==> src/rtl/pipeline_ctrl_if.sv <==
// Pipeline-side control bundle for pipeline_ctrl: hazard sources from ID/EX/MEM,
// per-stage enable/flush controls, and the data-memory request/acknowledge pair.
interface pipeline_ctrl_if;
    logic [4:0] ID_R1idx;
    logic [4:0] ID_R2idx;
    logic       ID_R1used;
    logic       ID_R2used;
    logic [4:0] EX_rdidx;
    logic       EX_MemRead;
    logic       EX_br_taken;
    logic       MEM_MemRead;
    logic       MEM_MemWrite;
    logic       dmem_ack;

    logic       PC_en;
    logic       IF_ID_en;
    logic       ID_EX_en;
    logic       EX_MEM_en;
    logic       MEM_WB_en;
    logic       IF_ID_flush;
    logic       ID_EX_flush;
    logic       MEM_WB_flush;
    logic       dmem_req;

    // Controller side: consumes hazard info and ack, drives stage controls and req.
    modport master (
        input  ID_R1idx, ID_R2idx, ID_R1used, ID_R2used,
        input  EX_rdidx, EX_MemRead, EX_br_taken,
        input  MEM_MemRead, MEM_MemWrite, dmem_ack,
        output PC_en, IF_ID_en, ID_EX_en, EX_MEM_en, MEM_WB_en,
        output IF_ID_flush, ID_EX_flush, MEM_WB_flush, dmem_req
    );

    // Datapath / memory side.
    modport slave (
        output ID_R1idx, ID_R2idx, ID_R1used, ID_R2used,
        output EX_rdidx, EX_MemRead, EX_br_taken,
        output MEM_MemRead, MEM_MemWrite, dmem_ack,
        input  PC_en, IF_ID_en, ID_EX_en, EX_MEM_en, MEM_WB_en,
        input  IF_ID_flush, ID_EX_flush, MEM_WB_flush, dmem_req
    );
endinterface

==> src/rtl/pipeline_ctrl.sv <==
// Hazard/stall sequencer for the 5-stage pipeline: load-use bubbles, branch redirect
// flushes, whole-pipeline freeze while a data-memory access waits for its ack.
module pipeline_ctrl #(
    parameter int CNT_W    = 32,
    parameter int WAIT_MAX = 64
) (
    input  logic             clk,
    input  logic             rstn,
    pipeline_ctrl_if.master  bus,
    output logic [CNT_W-1:0] stall_cnt,
    output logic [CNT_W-1:0] flush_cnt,
    output logic             mem_err
);
    localparam int WAIT_W = $clog2(WAIT_MAX + 1);
    localparam logic [WAIT_W-1:0] WAIT_MAX_C = WAIT_MAX[WAIT_W-1:0];
    localparam logic [WAIT_W-1:0] WAIT_ONE   = {{(WAIT_W-1){1'b0}}, 1'b1};
    localparam logic [CNT_W-1:0]  CNT_ONE    = {{(CNT_W-1){1'b0}}, 1'b1};

    typedef enum logic [0:0] {
        RUN      = 1'b0,
        MEM_WAIT = 1'b1
    } state_t;

    state_t            state_r;
    state_t            state_next_s;
    logic              memop_s;
    logic              freeze_s;
    logic              load_use_s;
    logic              pc_en_s;
    logic              if_id_en_s;
    logic              id_ex_en_s;
    logic              ex_mem_en_s;
    logic              mem_wb_en_s;
    logic              if_id_flush_s;
    logic              id_ex_flush_s;
    logic              mem_wb_flush_s;
    logic              dmem_req_s;
    logic [WAIT_W-1:0] wait_cnt_r;
    logic [CNT_W-1:0]  stall_cnt_r;
    logic [CNT_W-1:0]  flush_cnt_r;
    logic              mem_err_r;

    // A source operand hazards only if the instruction really reads that register.
    function automatic logic src_hit(input logic used, input logic [4:0] src,
                                     input logic [4:0] dst);
        return used & (src == dst);
    endfunction

    assign memop_s    = bus.MEM_MemRead | bus.MEM_MemWrite;
    assign load_use_s = bus.EX_MemRead & (bus.EX_rdidx != 5'd0) &
                        (src_hit(bus.ID_R1used, bus.ID_R1idx, bus.EX_rdidx) |
                         src_hit(bus.ID_R2used, bus.ID_R2idx, bus.EX_rdidx));

    // Next state and freeze decision from the memory handshake.
    always_comb begin
        state_next_s = state_r;
        freeze_s     = 1'b0;
        case (state_r)
            RUN: begin
                if (memop_s && !bus.dmem_ack) begin
                    state_next_s = MEM_WAIT;
                    freeze_s     = 1'b1;
                end else begin
                    state_next_s = RUN;
                    freeze_s     = 1'b0;
                end
            end
            MEM_WAIT: begin
                if (bus.dmem_ack) begin
                    state_next_s = RUN;
                    freeze_s     = 1'b0;
                end else begin
                    state_next_s = MEM_WAIT;
                    freeze_s     = 1'b1;
                end
            end
            default: begin
                state_next_s = RUN;
                freeze_s     = 1'b0;
            end
        endcase
    end

    // Stage enables/flushes: freeze beats redirect, redirect beats load-use.
    always_comb begin
        pc_en_s        = 1'b1;
        if_id_en_s     = 1'b1;
        id_ex_en_s     = 1'b1;
        ex_mem_en_s    = 1'b1;
        mem_wb_en_s    = 1'b1;
        if_id_flush_s  = 1'b0;
        id_ex_flush_s  = 1'b0;
        mem_wb_flush_s = 1'b0;
        if (freeze_s) begin
            pc_en_s        = 1'b0;
            if_id_en_s     = 1'b0;
            id_ex_en_s     = 1'b0;
            ex_mem_en_s    = 1'b0;
            mem_wb_en_s    = 1'b0;
            mem_wb_flush_s = 1'b1;
        end else if (bus.EX_br_taken) begin
            if_id_flush_s = 1'b1;
            id_ex_flush_s = 1'b1;
        end else if (load_use_s) begin
            pc_en_s       = 1'b0;
            if_id_en_s    = 1'b0;
            id_ex_flush_s = 1'b1;
        end else begin
            if_id_flush_s = 1'b0;
        end
    end

    // Request stays up for the whole wait, regardless of MEM inputs.
    always_comb begin
        dmem_req_s = 1'b0;
        if (state_r == MEM_WAIT) begin
            dmem_req_s = 1'b1;
        end else begin
            dmem_req_s = memop_s;
        end
    end

    assign bus.PC_en        = pc_en_s;
    assign bus.IF_ID_en     = if_id_en_s;
    assign bus.ID_EX_en     = id_ex_en_s;
    assign bus.EX_MEM_en    = ex_mem_en_s;
    assign bus.MEM_WB_en    = mem_wb_en_s;
    assign bus.IF_ID_flush  = if_id_flush_s;
    assign bus.ID_EX_flush  = id_ex_flush_s;
    assign bus.MEM_WB_flush = mem_wb_flush_s;
    assign bus.dmem_req     = dmem_req_s;

    // FSM state register.
    always_ff @(posedge clk or negedge rstn) begin
        if (!rstn) begin
            state_r <= RUN;
        end else begin
            state_r <= state_next_s;
        end
    end

    // Wait-cycle counter (counts freeze cycles of one access) and sticky timeout flag.
    always_ff @(posedge clk or negedge rstn) begin
        if (!rstn) begin
            wait_cnt_r <= {WAIT_W{1'b0}};
            mem_err_r  <= 1'b0;
        end else begin
            if (freeze_s && (state_r == RUN)) begin
                wait_cnt_r <= WAIT_ONE;
                if (WAIT_ONE == WAIT_MAX_C) begin
                    mem_err_r <= 1'b1;
                end
            end else if (freeze_s && (wait_cnt_r != WAIT_MAX_C)) begin
                wait_cnt_r <= wait_cnt_r + WAIT_ONE;
                if ((wait_cnt_r + WAIT_ONE) == WAIT_MAX_C) begin
                    mem_err_r <= 1'b1;
                end
            end else begin
                wait_cnt_r <= wait_cnt_r;
            end
        end
    end

    // Performance counters, wrapping naturally at 2^CNT_W.
    always_ff @(posedge clk or negedge rstn) begin
        if (!rstn) begin
            stall_cnt_r <= {CNT_W{1'b0}};
            flush_cnt_r <= {CNT_W{1'b0}};
        end else begin
            if (!pc_en_s) begin
                stall_cnt_r <= stall_cnt_r + CNT_ONE;
            end
            if (!freeze_s && bus.EX_br_taken) begin
                flush_cnt_r <= flush_cnt_r + CNT_ONE;
            end
        end
    end

    assign stall_cnt = stall_cnt_r;
    assign flush_cnt = flush_cnt_r;
    assign mem_err   = mem_err_r;
endmodule

==> src/flat_wrapper.sv <==
// flat-port wrapper written by rule: the top's interface ports become plain ports
module pipeline_ctrl_flat 
#(
    parameter int CNT_W    = 32,
    parameter int WAIT_MAX = 64
)
  (clk, rstn, stall_cnt, flush_cnt, mem_err, bus_ID_R1idx, bus_ID_R2idx, bus_ID_R1used, bus_ID_R2used, bus_EX_rdidx, bus_EX_MemRead, bus_EX_br_taken, bus_MEM_MemRead, bus_MEM_MemWrite, bus_dmem_ack, bus_PC_en, bus_IF_ID_en, bus_ID_EX_en, bus_EX_MEM_en, bus_MEM_WB_en, bus_IF_ID_flush, bus_ID_EX_flush, bus_MEM_WB_flush, bus_dmem_req);
  pipeline_ctrl_if bus_i ();
  input  logic clk;
  input  logic rstn;
  output logic [CNT_W-1:0] stall_cnt;
  output logic [CNT_W-1:0] flush_cnt;
  output logic mem_err;
  input wire logic [$bits(bus_i.ID_R1idx)-1:0] bus_ID_R1idx;
  input wire logic [$bits(bus_i.ID_R2idx)-1:0] bus_ID_R2idx;
  input wire logic [$bits(bus_i.ID_R1used)-1:0] bus_ID_R1used;
  input wire logic [$bits(bus_i.ID_R2used)-1:0] bus_ID_R2used;
  input wire logic [$bits(bus_i.EX_rdidx)-1:0] bus_EX_rdidx;
  input wire logic [$bits(bus_i.EX_MemRead)-1:0] bus_EX_MemRead;
  input wire logic [$bits(bus_i.EX_br_taken)-1:0] bus_EX_br_taken;
  input wire logic [$bits(bus_i.MEM_MemRead)-1:0] bus_MEM_MemRead;
  input wire logic [$bits(bus_i.MEM_MemWrite)-1:0] bus_MEM_MemWrite;
  input wire logic [$bits(bus_i.dmem_ack)-1:0] bus_dmem_ack;
  output wire logic [$bits(bus_i.PC_en)-1:0] bus_PC_en;
  output wire logic [$bits(bus_i.IF_ID_en)-1:0] bus_IF_ID_en;
  output wire logic [$bits(bus_i.ID_EX_en)-1:0] bus_ID_EX_en;
  output wire logic [$bits(bus_i.EX_MEM_en)-1:0] bus_EX_MEM_en;
  output wire logic [$bits(bus_i.MEM_WB_en)-1:0] bus_MEM_WB_en;
  output wire logic [$bits(bus_i.IF_ID_flush)-1:0] bus_IF_ID_flush;
  output wire logic [$bits(bus_i.ID_EX_flush)-1:0] bus_ID_EX_flush;
  output wire logic [$bits(bus_i.MEM_WB_flush)-1:0] bus_MEM_WB_flush;
  output wire logic [$bits(bus_i.dmem_req)-1:0] bus_dmem_req;
  assign bus_i.ID_R1idx = bus_ID_R1idx;
  assign bus_i.ID_R2idx = bus_ID_R2idx;
  assign bus_i.ID_R1used = bus_ID_R1used;
  assign bus_i.ID_R2used = bus_ID_R2used;
  assign bus_i.EX_rdidx = bus_EX_rdidx;
  assign bus_i.EX_MemRead = bus_EX_MemRead;
  assign bus_i.EX_br_taken = bus_EX_br_taken;
  assign bus_i.MEM_MemRead = bus_MEM_MemRead;
  assign bus_i.MEM_MemWrite = bus_MEM_MemWrite;
  assign bus_i.dmem_ack = bus_dmem_ack;
  assign bus_PC_en = bus_i.PC_en;
  assign bus_IF_ID_en = bus_i.IF_ID_en;
  assign bus_ID_EX_en = bus_i.ID_EX_en;
  assign bus_EX_MEM_en = bus_i.EX_MEM_en;
  assign bus_MEM_WB_en = bus_i.MEM_WB_en;
  assign bus_IF_ID_flush = bus_i.IF_ID_flush;
  assign bus_ID_EX_flush = bus_i.ID_EX_flush;
  assign bus_MEM_WB_flush = bus_i.MEM_WB_flush;
  assign bus_dmem_req = bus_i.dmem_req;
  pipeline_ctrl #(.CNT_W(CNT_W), .WAIT_MAX(WAIT_MAX)) u_core (.clk(clk), .rstn(rstn), .bus(bus_i), .stall_cnt(stall_cnt), .flush_cnt(flush_cnt), .mem_err(mem_err));
endmodule
==> config.mk <==
export PLATFORM = sky130hd
export DESIGN_NAME = pipeline_ctrl_flat
export DESIGN_NICKNAME = d
export VERILOG_FILES = /design/src/rtl/pipeline_ctrl_if.sv /design/src/rtl/pipeline_ctrl.sv /design/src/flat_wrapper.sv
export SDC_FILE = /design/constraint.sdc
export NUM_CORES = 1
export LEC_CHECK = 0
export CAP_MARGIN = 10
export CELL_PAD_IN_SITES_DETAIL_PLACEMENT = 1
export CELL_PAD_IN_SITES_GLOBAL_PLACEMENT = 1
export CORE_UTILIZATION = 41
export DETAILED_ROUTE_END_ITERATION = 7
export PLACE_DENSITY = 0.82
export SETUP_SLACK_MARGIN = 0.3
export SYNTH_ARGS = -nofsm -noshare
export SYNTH_HDL_FRONTEND = slang
export SYNTH_SLANG_ARGS = --single-unit
==> constraint.sdc <==
create_clock -name clk -period 5.7 [get_ports clk]
set_input_delay 1.14 -clock clk [delete_from_list [all_inputs] [get_ports clk]]
set_output_delay 1.14 -clock clk [all_outputs]
set_load 0.05 [all_outputs]
==> flow_summary_export.csv <==
group,metric,value,unit
hold_path,hold_path_startpoint,"u_core.stall_cnt[31]",
clock_network,ctsResizeCount,0,
timing,setup_ws,1.04,ns
critical_path,reg2reg_to,"u_core.stall_cnt[24]",
timing,drv_slew,0,
clock_network,cts_sinks,73,
drt,drt-initial-drc-count,82,
logic_synthesis,syn_area_per_cell,11.0,µm²
logic_synthesis,ys_async_sr_fraction,100,%
floorplan,start_util,42.4,%
final_layout,drive_above_1_share,10.1,%
clock_network,h-tree-depth,3,
drt,ant_nets,0,
final_layout,antennaDiodeCount,0,
grt,grt_max_degree,40,
grt,antenna_found_initial,0,
clock_network,clock_latency,0.34,ns
critical_path,worstPathArrival,3.52,ns
final_layout,fill_cells,971,
timing,relSlewSlack,39.6,%
timing,setup_tns,0,ns
critical_path,r2r.worst_path.cells,6,
logic_synthesis,synthCells,338,
logic_synthesis,netlist_area,0.00371,mm²
drt,firstDrtPassIters,4,
critical_path,ff2ff_setup_slack,3.52,ns
floorplan,die_h,97.2,µm
critical_path,reg2reg_from,"u_core.stall_cnt[3]",
critical_path,worst-path-max-fanout,7,
logic_synthesis,postSynthNetCount,367,
place,port_buffers,97,
hold_path,hold_class,"register to register",
power_and_ir_drop,finalPower,1.56,mW
hold_path,min_to,"u_core.stall_cnt[31]",
place,dp_hpwl,6740,µm
power_and_ir_drop,powerDensity,313,mW/mm²
logic_synthesis,synth_seq_cells,73,
timing,fin_hold_ws,0.469,ns
critical_path,startpoint_type,"primary input",
floorplan,pin_count,98,
place,dp_cells,537,
clock_network,root_buffer,"clkbuf_8",
floorplan,die_x,97.2,µm
final_layout,instances_no_fill,552,
clock_network,cts_buffers,9,
logic_synthesis,ys_types,49,
final_layout,nNetsFinal,469,
clock_network,clk_pin_slew,0.08,ns
drt,routed_wl,8960,µm
final_layout,area_growth,34.4,%
timing,setup_viol,0,
clock_network,cts_hold_buf,0,
final_layout,multi_input_area,0.00179,mm²
place,place_congestion,0.762,
logic_synthesis,synth_edf_count,0,
timing,fin_skew,0.0118,ns
timing,worst_pin_slew,0.906,ns
floorplan,core,0.00876,mm²
timing,fin_crit_sh,81.8,%
clock_network,cts_setup_buffers,0,
grt,gr-total-overflow,0,
grt,grt_pass1_vias,2984,
grt,grt_usage,20.4,%
timing,fmax,0.215,GHz
timing,rsz0062_at_grt,"no",
logic_synthesis,synth_ff_type,"dfrtp_1",
critical_path,required,4.56,ns
drt,routed_via_density,5.25,
flow_run,cap_viol_max_count,0,
clock_network,tritoncts,"yes",
drt,drc_errors,0,
clock_network,max-clock-path-buffers,2,
grt,grt_pass1_wl,15400,µm
final_layout,seqCellArea,0.00183,mm²
logic_synthesis,seq_area_frac_synth,49.2,%
power_and_ir_drop,power_leakage,2.11,nW
floorplan,dieArea,0.00944,mm²
place,dp_slack,1.05,ns
power_and_ir_drop,ir_drop,279,µV
hold_path,hold_depth,1,
logic_synthesis,synth_warnings,0,
timing,period_needed,4.66,ns
critical_path,path_class,"primary input to output port",
critical_path,end_kind,"output port",
run_status,status,"finished, final reports clean",
drt,num_vias,2897,
floorplan,num_rows,34,
timing,hold_viol,0,
drt,wl_per_cell,16.2,µm
[registers in the layout, summed over array words and instances, names as in the netlist]
name	cells
u_core.wait_cnt_r	7
u_core.mem_err	1
u_core.flush_cnt	32
u_core.stall_cnt	32
u_core.state_r	1
[cell families (layout without fill, tap and decap cells)]
group | count (synthesis) | in the layout | synth area share (%)
and+or+nand+nor | 137 | 137 | 21.5
muxes | 2 | 2 | 0.607
AOI/OAI and AO/OA | 28 | 28 | 6.98
adders and majority gates | 5 | 5 | 1.69
buffers and inverters | 19 | 125 | 2.60
xor gates and xnor gates | 74 | 74 | 17.5
DFF | 73 | 73 | 49.2
[how the worst max path moves through the flow]
stage,start,to,cells past startpoint
finish,bus_EX_rdidx[1],bus_PC_en,7
global placement,bus_EX_rdidx[1],bus_IF_ID_en,7
detailed placement,bus_EX_rdidx[1],bus_PC_en,7
floorplan,bus_EX_rdidx[0],bus_PC_en,5
CTS,bus_EX_rdidx[1],bus_PC_en,7
global route,bus_EX_rdidx[1],bus_IF_ID_en,7
[cell usage after synthesis, drive strengths merged (2+ instances only)]
master / count / area (µm²)
a41oi: 2 / 32.5
nor4: 3 / 31.3
nor2: 28 / 118
o211ai: 4 / 30.0
nor3: 11 / 77.6
and3: 7 / 43.8
o21ai: 11 / 66.3
nand4: 17 / 134
nand2: 41 / 154
a211oi: 2 / 40.0
and2: 2 / 12.5
mux2: 2 / 22.5
nand2b: 5 / 31.3
buf: 5 / 41.3
nor4b: 4 / 53.8
o31ai: 2 / 28.8
xnor2: 44 / 385
nand3: 8 / 40.0
inv: 12 / 47.6
and4: 4 / 35.0
nor3b: 3 / 27.5
xor2: 30 / 263
dfrtp: 73 / 1830
ha: 5 / 62.6
clkbuf: 2 / 7.51
[cell usage in the layout (no fill, tap or decap), types with 2 or more instances in the layout]
cell type,Yosys,layout
o211ai_1,4,4
nor2_1,25,25
a41oi_2,2,2
nand2_1,41,41
xor2_1,30,30
nand2b_1,5,5
nor3_4,2,2
nor3_1,9,9
clkdlybuf4s50_1,0,96
clkbuf_8,0,10
and3_1,7,7
o21ai_0,10,10
nand4_1,14,14
xnor2_1,44,44
nand3_1,8,8
and2_1,2,2
inv_1,10,10
nor4_2,2,2
ha_1,5,5
nor3b_1,2,2
and4_1,4,4
nor4b_2,3,3
a211oi_4,2,2
nand4_2,2,2
bufinv_16,0,2
mux2_2,2,2
nor2_2,2,2
clkinvlp_4,0,2
dfrtp_1,73,73
[stage by stage]
step	instance area, µm²	utilization [%]
after global routing	4990	56.9
after floorplan	3710	-
after global placement	4770	54.5
after CTS	4990	56.9
final	4990	56.9
after detailed placement	4770	54.5
[critical path: stages]
cell and delay [ns]:
clkdlybuf4s50_1 0.58, xnor2_1 0.15, nand4_1 0.14, o22a_1 0.29, o31ai_4 0.41, inv_1 0.10, clkdlybuf4s50_1 0.72
[where the power goes]
group          total, mW  internal (mW)  leakage [nW]  switching (mW)
registers          0.647          0.571         0.958          0.0757
clock network      0.444          0.255         0.104           0.189
logic              0.469          0.166          1.04           0.303
[routing by layer]
metal | GRT usage, % | vias to the layer above | routed length [µm] | part of all wire [%]
li1 | - | 1359 | - | -
met1 | 27.7 | 1455 | 4160 | 46
met2 | 33.7 | 71 | 4390 | 49
met3 | 3.38 | 12 | 280 | 3.1
met4 | 5.86 | 0 | 129 | 1.4
met5 | 0 | - | 0 | 0
[layout make-up]
class / count / share of cell area (%)
inverters: 12 / 0.953
multi-input cells: 246 / 35.9
well taps: 108 / 2.71
repair buffers: 98 / 19.5
clock inverters: 5 / 1.60
clock buffers: 10 / 2.76
flip-flops and latches: 73 / 36.6
No activity file was read; power rests on OpenSTA's default activity.
